==> src/rtl/demux_pkg.sv <==
`default_nettype none
// ---------------------------------------------------------------------------
// demux_pkg : shared constants and FSM encoding for demux1to4_stream
// Rev 1.0
// ---------------------------------------------------------------------------
package demux_pkg;

  localparam int NUM_OUT = 4;
  localparam int SEL_W   = 2;

  typedef enum logic [0:0] {
    IDLE = 1'b0,
    BUSY = 1'b1
  } demux_state_t;

endpackage : demux_pkg
`default_nettype wire

==> src/rtl/demux_out_reg.sv <==
`default_nettype none
// ---------------------------------------------------------------------------
// demux_out_reg : one-entry valid/ready output register (data + last)
// Rev 1.0
// ---------------------------------------------------------------------------
module demux_out_reg #(
  parameter int DW = 8
) (
  input  logic          clk,
  input  logic          rst,
  input  logic          i_wr,
  input  logic [DW-1:0] i_data,
  input  logic          i_last,
  input  logic          i_ready,
  output logic          o_valid,
  output logic [DW-1:0] o_data,
  output logic          o_last
);

  logic          r_valid;
  logic [DW-1:0] r_data;
  logic          r_last;

  // A write is only issued when the slot is empty or draining, so it may
  // always overwrite; that is what gives the zero-bubble reload.
  always_ff @(posedge clk or posedge rst) begin
    if (rst) begin
      r_valid <= 1'b0;
      r_data  <= '0;
      r_last  <= 1'b0;
    end else if (i_wr) begin
      r_valid <= 1'b1;
      r_data  <= i_data;
      r_last  <= i_last;
    end else if (i_ready) begin
      r_valid <= 1'b0;
    end
  end

  assign o_valid = r_valid;
  assign o_data  = r_data;
  assign o_last  = r_last;

endmodule : demux_out_reg
`default_nettype wire

==> src/rtl/demux1to4_stream.sv <==
`default_nettype none
// ---------------------------------------------------------------------------
// demux1to4_stream : registered 1-to-4 valid/ready packet demultiplexer
// Optional per-port beat counters on m_cnt when DEMUX_CNT_EN is defined.
// Rev 1.0
// ---------------------------------------------------------------------------
module demux1to4_stream
  import demux_pkg::*;
#(
  parameter int DW    = 8,
  parameter int CNT_W = 16
) (
  input  logic                  clk,
  input  logic                  rst,
  input  logic                  s_valid,
  output logic                  s_ready,
  input  logic [DW-1:0]         s_data,
  input  logic                  s_last,
  input  logic [SEL_W-1:0]      s_sel,
  output logic [NUM_OUT-1:0]    m_valid,
  input  logic [NUM_OUT-1:0]    m_ready,
  output logic [NUM_OUT*DW-1:0] m_data,
  output logic [NUM_OUT-1:0]    m_last
`ifdef DEMUX_CNT_EN
  ,
  output logic [NUM_OUT*CNT_W-1:0] m_cnt
`endif
);

  demux_state_t       r_state;
  demux_state_t       w_state_nxt;
  logic [SEL_W-1:0]   r_lock;
  logic [SEL_W-1:0]   w_dest;
  logic               w_accept;
  logic [NUM_OUT-1:0] w_wr;

  always_ff @(posedge clk or posedge rst) begin
    if (rst) begin
      r_state <= IDLE;
      r_lock  <= '0;
    end else begin
      r_state <= w_state_nxt;
      if (r_state == IDLE && w_accept && !s_last)
        r_lock <= s_sel;
    end
  end

  always_comb begin
    w_state_nxt = r_state;
    case (r_state)
      IDLE:    if (w_accept && !s_last) w_state_nxt = BUSY;
      BUSY:    if (w_accept && s_last)  w_state_nxt = IDLE;
      default: w_state_nxt = IDLE;
    endcase
  end

  // s_sel only steers the first beat; the rest of the packet follows r_lock.
  always_comb begin
    w_dest  = (r_state == BUSY) ? r_lock : s_sel;
    s_ready = !m_valid[w_dest] || m_ready[w_dest];
  end

  assign w_accept = s_valid && s_ready;

  for (genvar i = 0; i < NUM_OUT; i++) begin : g_port
    assign w_wr[i] = w_accept && (w_dest == SEL_W'(i));

    demux_out_reg #(.DW(DW)) u_out_reg (
      .clk     (clk),
      .rst     (rst),
      .i_wr    (w_wr[i]),
      .i_data  (s_data),
      .i_last  (s_last),
      .i_ready (m_ready[i]),
      .o_valid (m_valid[i]),
      .o_data  (m_data[i*DW +: DW]),
      .o_last  (m_last[i])
    );
  end

`ifdef DEMUX_CNT_EN
  for (genvar i = 0; i < NUM_OUT; i++) begin : g_cnt
    logic [CNT_W-1:0] r_cnt;

    always_ff @(posedge clk or posedge rst) begin
      if (rst)
        r_cnt <= '0;
      else if (w_wr[i])
        r_cnt <= r_cnt + 1'b1;
    end

    assign m_cnt[i*CNT_W +: CNT_W] = r_cnt;
  end
`else
  logic w_unused_cnt_w;
  assign w_unused_cnt_w = |CNT_W;
`endif

endmodule : demux1to4_stream
`default_nettype wire

==> config.mk <==
export PLATFORM = sky130hd
export DESIGN_NAME = demux1to4_stream
export DESIGN_NICKNAME = d
export VERILOG_FILES = /design/src/rtl/demux_pkg.sv /design/src/rtl/demux_out_reg.sv /design/src/rtl/demux1to4_stream.sv
export SDC_FILE = /design/constraint.sdc
export NUM_CORES = 1
export LEC_CHECK = 0
export ABC_CLOCK_PERIOD_IN_PS = 2000
export BUFFER_PORTS_ARGS = -buffer_cell sky130_fd_sc_hd__buf_2
export CORE_ASPECT_RATIO = 1.1
export CORE_MARGIN = 5
export CORE_UTILIZATION = 38
export CTS_CLUSTER_DIAMETER = 50
export DETAILED_ROUTE_END_ITERATION = 16
export RECOVER_POWER = 100
export SLEW_MARGIN = 20
export SYNTH_ARGS = -nofsm -noshare
export SYNTH_HDL_FRONTEND = slang
export SYNTH_HIERARCHICAL = 1
export SYNTH_SLANG_ARGS = --single-unit
export TNS_END_PERCENT = 10
==> constraint.sdc <==
create_clock -name clk -period 2 [get_ports clk]
set_clock_uncertainty 0.1 [all_clocks]
set_input_delay 0.4 -clock clk [delete_from_list [all_inputs] [get_ports clk]]
set_output_delay 0.4 -clock clk [all_outputs]
set_load 0.01 [all_outputs]
## Word-level counts from Yosys, hierarchy flattened

Index checks and enable logic that the tools add are counted.

- Add/sub/neg operators: 0
- Multiply operators: 0
- Div/mod/pow operators: 0
- Order comparisons: 1
- Equal/unequal tests: 3
- Shift operators: 0
- Mux-type cells: 16
- Bitwise gates (word level): 1
- Reductions and logical operators: 17

Operator list:

| cell | count |
|---|---|
| 1-bit two-way mux | 12 |
| 1-bit logical AND | 9 |
| 2-bit nonzero test | 4 |
| 1-bit binary-select mux with 2-bit select | 2 |
| 2-bit == test, second input constant | 2 |
| 2-bit by 3-bit less-than comparator with 1-bit output, second input constant | 1 |
| 2-bit by 1-bit == test with 1-bit output, second input constant | 1 |
| 1-bit zero test | 2 |
| 2-bit zero test | 1 |
| 2-bit two-way mux | 1 |
| 1-bit one-hot mux with 2 select lines | 1 |
| 1-bit logical OR | 1 |
| 1-bit inverter | 1 |

- Bits in registers: 43
- Latch bits: 0
- Bits in writable memories: 0
- Memory bits (read-only): 0
- Input port bits: 18
- Output and inout port bits: 41
- Logic and storage cells: 52
- Memories: 0

## Longest topological paths before layout

- Depth after elaboration: 9
- Mapped depth: 6

## Hierarchy

The synthesis kept the hierarchy.

By module, submodules not included:

| module | instances | cells each | area each (µm²) | sequential area each (µm²) |
|---|---|---|---|---|
| demux_out_reg | 4 | 23 | 412.9 | 250.2 |
| demux1to4_stream | 1 | 28 | 241.5 | 75.1 |

## Worst setup path after synthesis

No wires, ideal clock.

- Kind: register -> register
- From: register with a tool-made name
- To: register g_port[0].u_out_reg.r_data[0]
- Arrival time: 1.780 ns
- Data required time: 1.775 ns
- Path slack: -0.005 ns
- Stages on the path, launching flop included: 7
- Buffers on the path: 1
- Clock period less this slack: 2.005 ns
- Cells stage by stage: dfrtp_1 > mux2i_2 > nor3b_1 > a311o_1 > nor2_1 > buf_6 > mux2_4

RTL lines:

| what | line | RTL |
|---|---|---|
| end signal: assignment | demux_out_reg.sv:33 | `r_data <= i_data;` |
| end: declaration | demux_out_reg.sv:21 | `logic [DW-1:0] r_data;` |

==> flow_summary.toml <==
[worst_setup_path]
crit_type = "flip-flop to output port"
required_ns = 1.50
crit_path_max_fanout = 3
end_kind = "output port"
rr_worst_depth = 7
arrival_ns = 1.71
crit_path_start_kind = "flip-flop"
rrSetupSlack_ns = -0.19
r2r_end = "g_port[2].u_out_reg/o_data[1]"

[synth]
synth_compound_area_frac = 0.0463
synth_top_area_frac = 0.568
synth_top_family_by_area = "multiplexers"
ys_seq_area_frac = 0.568
synthSimpleGateAreaFrac = 0.0258
synth_cells = 120
synth_xor_area_frac = 0
muxShareOfSynthArea = 0.310
ys_types = 20
synth_nets = 138
ys_ff_latch = 43
yosysWarningCount = 6
syn_area_sq_mm = 0.00189
syn_area_per_cell_sq_um = 15.8
yosysTopAreaCell = "dfrtp_1"
synth_fa_ha_area_frac = 0
synthTopCellsByArea = "dfrtp_1 (57%), mux2_4 (29%), inv_1 (2.6%)"

[timing]
finalCritPeriodShare = 1.10
min_period_ns = 2.21
timing.final.hold_violations = 0
max_slew_margin = 0.678
setup_ws_ns = -0.206
slew_violations = 0
worst_pin_slew_ns = 0.483
max_freq_mhz = 453
setup_violations = 20
setup-tns-final_ns = -3.37
rsz0062_at_grt = "true"

[outcome]
violations = "negative setup slack"
outcome = "finished with violations"

[worst_hold_path]
worstHoldPathCells = 2
hold_end = "r_lock[1]"
hold_class = "primary input to flip-flop"
worstHoldStart = "s_sel[1]"

[route]
drc = 0
drtPass1Iterations = 2
vias = 1239
routed_wl_um = 4430
ant_nets = 0
drt_first_iter_violations = 42
vias_per_cell = 4.82
wl_per_cell_um = 17.2

[run]
max_cap_violations = 0

[final_layout]
areaGrowthSynthToFinish_pct = 30.5
nets = 217
drive_above_1_share = 0.457
mostFrequentLayoutCells = "dfrtp_1 (43), clkbuf_1 (41), mux2_4 (38), buf_2 (17), inv_1 (13)"
layout_commonest_cell = "dfrtp_1"
diodes = 0

[clocking]
clock-sinks = 43
cts-buffers-inserted = 5
cts_buffer_depth = 2
clk_pin_slew_ns = 0.08
clk_latency_ns = 0.29
htreeDepth = 2
cts_tree = "done"
cts-root-buf = "clkbuf_8"

[power_and_ir_drop]
p_leak_nw = 1.18
post-layout-total-power_mw = 4.22
power.density_mw_per_mm2 = 1710
vdd_drop_max_mv = 0.700

[global_routing]
grt_pass1_wl_um = 7380
grt-ovfl-total = 0
grt_pass1_vias = 1458
grt_use_total = 0.144
antenna_found_initial = 0
grt_max_degree = 14

[place]
io_buffers = 58
routabilityCongestion = 0.833
dp_hpwl_um = 3220

[die]
initial_core_util = 0.384
coreArea_sq_mm = 0.00493
die_w_um = 77.3
num_rows = 27
die_area_sq_mm = 0.00649
io_pins = 59
die_h_um = 84.0
-- flip-flops by register name (all words and copies together) (netlist names), named ones only --
register	count
g_port.u_out_reg/o_data	32
g_port.u_out_reg/o_last	4
g_port.u_out_reg/o_valid	4
r_lock	2
-- metrics by stage --
step                      setup slack [ns]  cell area [sq um]  instances   util  hold slack (ns)
after global placement             -0.0266               2310        242  0.469            0.210
after floorplan                     0.0424               1890        120      -           0.0536
after detailed placement           -0.0568               2310        242  0.469            0.221
final                               -0.206               2470        257  0.501            0.264
after CTS                           -0.208               2480        255  0.504            0.256
after global routing                -0.287               2470        257  0.501            0.252
-- layout make-up --
cell class              count  area (sq um)
fillers                   460          2460
flip-flops and latches     43          1080
multi-input cells          60           767
repair buffers             76           424
well taps                  58          72.6
clock buffers               5          68.8
inverters                  13          48.8
clock inverters             2          13.8
-- timing repair --
action / 4_1_cts / 5_1_grt
pin swaps: 3 / 3
hold buffers: 1 / 0
gates resized for setup: 12 / 5
setup endpoints to repair: 15 / 38
buffers inserted: 5 / 2
endpoints found under the hold margin: 3 / 0
-- critical path, cell delays in order (launching register included) --
cell,delay [ns]
dfrtp_1,0.43
mux2_4,0.32
a311o_1,0.36
buf_6,0.13
nand2_1,0.04
buf_2,0.12
-- how the worst max path moves through the flow --
stage | from | to | slack (ns) | depth (start not counted)
finish | flip-flop | s_ready | -0.21 | 5
global route | flip-flop | s_ready | -0.29 | 5
CTS | flip-flop | s_ready | -0.21 | 7
detailed placement | flip-flop | g_port[0].u_out_reg/o_data[6] | -0.06 | 6
global placement | s_sel[0] | g_port[0].u_out_reg/o_data[6] | -0.03 | 6
floorplan | flip-flop | g_port[0].u_out_reg/o_data[0] | 0.04 | 6
-- layer usage --
layer  track usage  up-vias  share of wire
met3        0.0562        7          0.069
li1              -      562              -
met5             0        -              0
met4        0.0422        0          0.012
met2         0.225       46           0.48
met1         0.184      624           0.44
-- cells in the mapped netlist --
library cell  number
o311ai_2           1
nand2b_1           1
nor2_1             4
nand3b_1           1
o21ai_0            2
a21o_2             4
mux2_1             1
nor3b_1            1
a21oi_2            1
mux2i_2            1
buf_6              4
nand3_1            1
a311o_1            1
mux2_4            36
mux2_2             1
dfrtp_1           43
a21boi_1           1
inv_1             13
nand2_1            2
mux2i_1            1
-- report_power, final --
| part | leakage (nW) | switching (mW) | internal [mW] | total [mW] |
|---|---|---|---|---|
| sequential | 0.515 | 0.289 | 1.32 | 1.60 |
| clock | 0.0440 | 0.285 | 0.239 | 0.523 |
| combinational | 0.620 | 0.886 | 1.21 | 2.09 |
| total | 1.18 | 1.46 | 2.76 | 4.22 |
-- cells by family (layout without fill, tap and decap cells) --
kind of cell    Yosys count  in the layout
buf+inv                  17             96
mux                      40             40
simple gates             10             10
compound gates           10             10
flops                    43             43
(Power assumes the default switching activity.)
